**src/rtl/pipeline_hazard_ctrl.sv**
```systemverilog
// rtl/pipeline_hazard_ctrl.sv - stall/flush/redirect sequencer for the 5-stage core
module pipeline_hazard_ctrl #(
  parameter int          WORD_SIZE    = 32,
  parameter int          NUM_REGS     = 32,
  parameter int          REG_SEL      = $clog2(NUM_REGS),
  parameter int          DRAIN_CYCLES = 3,
  parameter logic [31:0] RESET_VECTOR = 32'h0,
  parameter logic [31:0] TRAP_VECTOR  = 32'h100
) (
  input  logic                 clk,
  input  logic                 rst_n,
  input  logic                 redirect_valid,
  input  logic [WORD_SIZE-1:0] redirect_target,
  input  logic                 ex_busy,
  input  logic                 idex_mem_read,
  input  logic [REG_SEL-1:0]   idex_rd,
  input  logic [REG_SEL-1:0]   ifid_rs1,
  input  logic [REG_SEL-1:0]   ifid_rs2,
  input  logic                 ifid_use1,
  input  logic                 ifid_use2,
  input  logic                 imem_ready,
  input  logic                 trap_req,
  output logic                 stall_pc,
  output logic                 stall_ifid,
  output logic                 stall_idex,
  output logic                 flush_ifid,
  output logic                 flush_idex,
  output logic                 flush_exmem,
  output logic                 flush_memwb,
  output logic                 pc_load,
  output logic [WORD_SIZE-1:0] pc_load_value,
  output logic [15:0]          flush_events
);

  localparam int DW = (DRAIN_CYCLES > 1) ? $clog2(DRAIN_CYCLES) : 1;

  typedef enum logic [1:0] {BOOT, RUN, REDIR_WAIT, TRAP_DRAIN} state_t;

  state_t               state;
  logic [WORD_SIZE-1:0] pend_target;
  logic [DW-1:0]        drain_cnt;
  logic                 load_use;
  logic [15:0]          events_bumped;

  // Load in ID/EX feeding a source operand of the IF/ID instruction; x0 never hazards
  assign load_use = idex_mem_read && (idex_rd != '0) &&
                    ((ifid_use1 && (ifid_rs1 == idex_rd)) ||
                     (ifid_use2 && (ifid_rs2 == idex_rd)));

  assign events_bumped = (flush_events == 16'hFFFF) ? flush_events : flush_events + 16'd1;

  // Per-stage commands decoded from the current state and this cycle's requests
  always_comb begin
    stall_pc      = 1'b0;
    stall_ifid    = 1'b0;
    stall_idex    = 1'b0;
    flush_ifid    = 1'b0;
    flush_idex    = 1'b0;
    flush_exmem   = 1'b0;
    flush_memwb   = 1'b0;
    pc_load       = 1'b0;
    pc_load_value = '0;
    case (state)
      BOOT: begin
        flush_ifid    = 1'b1;
        flush_idex    = 1'b1;
        flush_exmem   = 1'b1;
        flush_memwb   = 1'b1;
        pc_load       = 1'b1;
        pc_load_value = WORD_SIZE'(RESET_VECTOR);
      end
      RUN: begin
        if (trap_req) begin
          stall_pc    = 1'b1;
          flush_ifid  = 1'b1;
          flush_idex  = 1'b1;
          flush_exmem = 1'b1;
        end else if (redirect_valid && !ex_busy) begin
          flush_ifid = 1'b1;
          flush_idex = 1'b1;
          if (imem_ready) begin
            pc_load       = 1'b1;
            pc_load_value = redirect_target;
          end else begin
            stall_pc = 1'b1;
          end
        end else if (ex_busy) begin
          stall_pc    = 1'b1;
          stall_ifid  = 1'b1;
          stall_idex  = 1'b1;
          flush_exmem = 1'b1;
        end else if (load_use) begin
          stall_pc   = 1'b1;
          stall_ifid = 1'b1;
          flush_idex = 1'b1;
        end
      end
      REDIR_WAIT: begin
        if (trap_req) begin
          stall_pc    = 1'b1;
          flush_ifid  = 1'b1;
          flush_idex  = 1'b1;
          flush_exmem = 1'b1;
        end else begin
          // pc_load overrides the PC hold on the cycle fetch finally accepts
          stall_pc   = 1'b1;
          flush_ifid = 1'b1;
          if (imem_ready) begin
            pc_load       = 1'b1;
            pc_load_value = pend_target;
          end
        end
      end
      TRAP_DRAIN: begin
        stall_pc    = 1'b1;
        flush_ifid  = 1'b1;
        flush_idex  = 1'b1;
        flush_exmem = 1'b1;
        if ((drain_cnt == '0) && imem_ready) begin
          pc_load       = 1'b1;
          pc_load_value = WORD_SIZE'(TRAP_VECTOR);
        end
      end
      default: ;
    endcase
  end

  // Sequencer state, pending redirect PC, drain counter and event counter
  always_ff @(posedge clk or negedge rst_n) begin
    if (!rst_n) begin
      state        <= BOOT;
      pend_target  <= '0;
      drain_cnt    <= '0;
      flush_events <= '0;
    end else begin
      case (state)
        BOOT: state <= RUN;
        RUN: begin
          if (trap_req) begin
            drain_cnt    <= DW'(DRAIN_CYCLES - 1);
            flush_events <= events_bumped;
            state        <= TRAP_DRAIN;
          end else if (redirect_valid && !ex_busy) begin
            flush_events <= events_bumped;
            if (!imem_ready) begin
              pend_target <= redirect_target;
              state       <= REDIR_WAIT;
            end
          end
        end
        REDIR_WAIT: begin
          if (trap_req) begin
            drain_cnt    <= DW'(DRAIN_CYCLES - 1);
            flush_events <= events_bumped;
            state        <= TRAP_DRAIN;
          end else if (imem_ready) begin
            state <= RUN;
          end
        end
        TRAP_DRAIN: begin
          if (drain_cnt != '0) begin
            drain_cnt <= drain_cnt - DW'(1);
          end else if (imem_ready) begin
            state <= RUN;
          end
        end
        default: state <= BOOT;
      endcase
    end
  end

endmodule

```
**config.mk**
```make
export PLATFORM = sky130hd
export DESIGN_NAME = pipeline_hazard_ctrl
export DESIGN_NICKNAME = d
export VERILOG_FILES = /design/src/rtl/pipeline_hazard_ctrl.sv
export SDC_FILE = /design/constraint.sdc
export NUM_CORES = 1
export LEC_CHECK = 0
export ABC_AREA = 1
export CORE_UTILIZATION = 41
export CTS_CLUSTER_DIAMETER = 40
export CTS_CLUSTER_SIZE = 24
export DETAILED_ROUTE_END_ITERATION = 6
export GPL_TIMING_DRIVEN = 0
export PLACE_DENSITY = 0.86
export SYNTH_ARGS = -nofsm -noshare
export SYNTH_HDL_FRONTEND = slang
export SYNTH_SLANG_ARGS = --single-unit
```
**constraint.sdc**
```tcl
create_clock -name clk -period 1.6 [get_ports clk]
set_input_delay 0.16 -clock clk [delete_from_list [all_inputs] [get_ports clk]]
set_output_delay 0.16 -clock clk [all_outputs]
set_load 0.02 [all_outputs]
```
Word-level counts from Yosys, hierarchy flattened
Cells that the tools add are included.
W data, S select, Z words.
{"block": "word_totals", "reg_bits": 52, "in_bits": 56, "elab_cells": 94}
{"block": "op_classes", "n_addsub": 2, "eq_ne": 12, "n_mux": 52, "n_bitwise": 2, "reduce_logical": 22}
{"op": "$mux W32", "count": 5}
{"op": "$pmux W32 S4", "count": 1}
{"op": "$mux W16", "count": 4}
{"op": "$pmux W16 S2", "count": 1}
{"op": "$mux W1", "count": 25}
{"op": "$add A16 B1 Y16 const B", "count": 1}
{"op": "$eq A16 B16 Y1 const B", "count": 1}
{"op": "$mux W2", "count": 8}
{"op": "$eq A5 B5 Y1", "count": 2}
{"op": "$mux W9", "count": 1}
{"op": "$reduce_and A3 Y1", "count": 3}
{"op": "$pmux W2 S4", "count": 1}
{"op": "$logic_and A1 B1 Y1", "count": 6}
{"op": "$ne A2 B2 Y1 const B", "count": 3}
{"op": "$ne A3 B3 Y1 const B", "count": 2}
{"op": "$pmux W1 S3", "count": 2}
{"op": "$reduce_bool A2 Y1", "count": 3}
{"op": "$reduce_or A2 Y1", "count": 3}
{"op": "$reduce_bool A5 Y1", "count": 1}
{"op": "$eq A2 B2 Y1 const B", "count": 2}
{"op": "$logic_not A2 Y1", "count": 2}
{"op": "$pmux W1 S2", "count": 2}
{"op": "$pmux W1 S4", "count": 1}
{"op": "$pmux W2 S2", "count": 1}
{"op": "8 further kinds", "count": 9}

Depth between registers and ports, before layout
{"block": "depth", "depth_word": 9, "mapped_depth": 12, "mapped_depth_nobuf": 12}

Worst setup path after synthesis
Ideal clock, no wire load.
{"block": "synth_timing", "kind": "register to output", "startpoint": "register state[1]", "endpoint": "output port pc_load_value[0]", "t_arrival_ns": 1.692, "required_ns": 1.440, "setup_slack_ns": -0.252, "path_stages_with_launch": 8, "path_cell_list": "dfrtp_1 > inv_1 > ha_1 > inv_1 > nor3_2 > buf_2 > nand2_1 > a21oi_1"}
{"block": "synth_via", "elab_chain_cells": 2, "word_cells_on_any_way": 5, "classes_between": "eq/ne (3); mux (1); reduce/logical (1)"}
{"element": "start, declared", "line": "39", "source": "state_t state;"}
{"element": "start signal, assigned", "line": "131", "source": "state <= BOOT;"}
{"element": "start signal, assigned", "line": "137", "source": "BOOT: state <= RUN;"}
{"element": "start signal, assigned", "line": "142", "source": "state <= TRAP_DRAIN;"}
{"element": "$eq A2 B2 Y1 (tied with other cells)", "line": "63", "source": "case (state)"}
{"element": "$pmux W32 S4 *", "line": "63"}
{"element": "end, declared", "line": "31", "source": "output logic [WORD_SIZE-1:0] pc_load_value,"}
Mark *: on every way between the ends. The rest lies on a longest branch, timed or not.

Final worst setup path
{"block": "layout_timing", "startpoint": "register state[0]", "endpoint": "output port pc_load_value[8]"}
The elaborated chain is that of the path after synthesis.

==> results.toml <==
[routing]
drtPass1Iterations = 5
drtIter0Drc = 107
num_vias = 3451
vias_per_cell = 5.26
drc = 0
wl_per_cell_um = 17.2
routed_wl_um = 11300
ant_nets = 0

[finish]
mostFrequentLayoutCells = "59 x nand2_1, 50 x nand2_2, 48 x dfrtp_1, 48 x clkdlybuf4s50_1, 42 x buf_6"
multiInputGateArea_um2 = 2540
final_util_pct = 82.5
nets = 619
fin_cells = 656
drive_gt1_share_pct = 52.8
regArea_um2 = 1310
num-fill-cells = 383
area_delta_synth_final_pct = 90.5
diodes = 0
layout_commonest_cell = "nand2_1"
stdcell_area_um2 = 6080

[worst_setup_path]
crit_type = "register to output port"
cp-start-kind = "register"
end_kind = "output port"
arrival_ps = 1850
cp.required_ps = 1440
path_max_fanout = 8

[timing]
fin_crit_ps = 2010
whs_ps = 350
maxSlewViolCount = 0
rsz0062_at_grt = "true"
relSlewSlack_pct = 70.3
timing.final.hold_violations = 0
worst_slew_pin_slew_ps = 445
fmax_mhz = 498
setup_viol = 49
period_share_pct = 126
finalClockSkew_ps = 15.6
worst_slack_ps = -408

[pwr]
intPower_uw = 4530
p_sw_share_pct = 43.8
ir_worst_vdd_mv = 0.921
pwr-share-seq_pct = 29.4
switchingPower_uw = 3530
p_per_area_nw_per_um2 = 1330
comb_power_share_pct = 60.5
clock_power_share_pct = 10.1
p_leak_uw = 0.00288

[clocking]
cts-root-buf = "clkbuf_8"
cts_buffers = 5
htreeDepth = 2
numClockSinks = 52
clock_path_buffers = 2
tritoncts = "done"
clkTransAtPathRegs_ps = 100
clock_latency_ps = 310

[placed_design]
pre_cts_ws_ps = -945
place.gp.congestion = 0.895
portBuffers = 111
dp.cells = 605
placed_area_um2 = 4870
place.detailed.hpwl_um = 6800

[grt]
grtUsageTotal_pct = 25.3
grt_pass1_vias = 3455
grt_first_pass_wirelength_um = 16700
antenna_found_initial = 0
grt_max_degree = 36
grt.overflow.total = 0

[die]
die_height_um = 90.2
ios = 112
start_util_pct = 43.3
core-area_um2 = 7370
rows = 31
die-area_um2 = 8140
dieWidth_um = 90.2

[logic_synthesis]
synth-seq-area-share_pct = 40.8
synth_top_area_share_pct = 40.8
netlist_top_cells_area = "dfrtp_1 41%, nand2_1 15%, mux2_2 11%"
syn_area_per_cell_um2 = 8.10
yosysWarnings = 0
ys_ff_latch = 52
syn_inst = 394
syn-num-nets = 457
synth_top_area_cell = "dfrtp_1"
syn-cell-area_um2 = 3190
synth_cell_types = 34

[hold_path]
min_path_type = "input port to asynchronous set/reset pin"

[run]
maxCapViolCount = 0

[outcome]
outcome = "finished, violations left"
violations = "negative setup slack"
[power groups by stage]
stage	Sequential, uW	Clock [uW]	Combinational (uW)
CTS	2270	823	3950
floorplan	2270	0	2190
detailed placement	2230	0	3400
global route	2440	883	5150
global placement	2190	0	3310
finish	2370	816	4870
[flip-flops by register name, indices dropped and copies added (netlist names)]
name / count
state: 2
flush_events: 16
pend_target: 32
drain_cnt: 2
[synth_stat cells (all sizes together)]
master  instances
ha              7
xnor2           3
o31ai           1
a211oi          1
nor4            3
nor3            6
dfrtp          52
a21oi          35
xor2           11
a21boi          1
nand3          13
o21ai          12
buf            10
mux2           32
a31oi           3
clkbuf          4
nor2           21
nor3b           1
inv            38
nand2         136
nand4           3
a21o            1
[cells by family (layout without fill, tap and decap cells)]
group / Yosys count / after routing / share of synthesized area [%]
and+or+nand+nor: 183 / 183 / 25.4
AOI/OAI and AO/OA: 54 / 54 / 9.29
DFF: 52 / 52 / 40.8
buffers and inverters: 52 / 215 / 6.70
muxes: 32 / 32 / 11.3
xor gates and xnor gates: 14 / 14 / 3.84
adders and majority gates: 7 / 7 / 2.74
[metal layers]
layer | vias to the layer above | routed length, um | part of all wire, % | track usage [%]
met5 | - | 0 | 0 | 0
met4 | 0 | 284 | 2.5 | 6.99
met3 | 28 | 427 | 3.8 | 3.89
met2 | 127 | 5990 | 53 | 46.8
met1 | 1697 | 4590 | 41 | 30.2
li1 | 1599 | - | - | -
[metrics by stage]
| step | TNS (ps) | power (uW) |
|---|---|---|
| global placement | -99400 | 5490 |
| detailed placement | -44060 | 5630 |
| global route | -17220 | 8470 |
| CTS | -12930 | 7050 |
| finish | -13000 | 8060 |
| floorplan | 0 | 4460 |
[critical path: stages, from the launching register on]
cell     delay, ps
dfrtp_2        470
inv_4           90
ha_4           140
nand2_4         60
nor2_4         100
buf_12         160
buf_6          110
nand2_1         50
a31oi_1        190
buf_4          190
[final timing paths]
check / slack, ps / to / depth (start not counted) / start
max in group asynchronous: 680 / state[0] / 3 / rst_n
min: 350 / pend_target[29] / 2 / rst_n
max: -410 / pc_load_value[8] / 9 / state[0]
min in group clk: 390 / state[1] / 4 / imem_ready
max reg2reg: -120 / drain_cnt[0] / 8 / state[0]
min reg2reg: 540 / pend_target[20] / 1 / pend_target[20]
[area by class of cell]
class                      count  share of cell area [%]
multi-input combinational    290                    41.8
inverter                      38                    2.43
clock inverter                 2                   0.226
tap                           99                    2.04
clock buffer                   6                    1.36
buffer                        14                    3.89
sequential                    52                    21.5
timing repair buffer         155                    26.8
[timing repair]
| item | 4_1_cts | 5_1_grt |
|---|---|---|
| pin swaps | 7 | 40 |
| cloned | 5 | 2 |
| hold buffers | 1 | 0 |
| endpoints found under the hold margin | 17 | 0 |
| setup buffers | 19 | 17 |
| setup endpoints to repair | 87 | 92 |
| gates resized for setup | 326 | 124 |
Power figures use the tool's default switching activity.
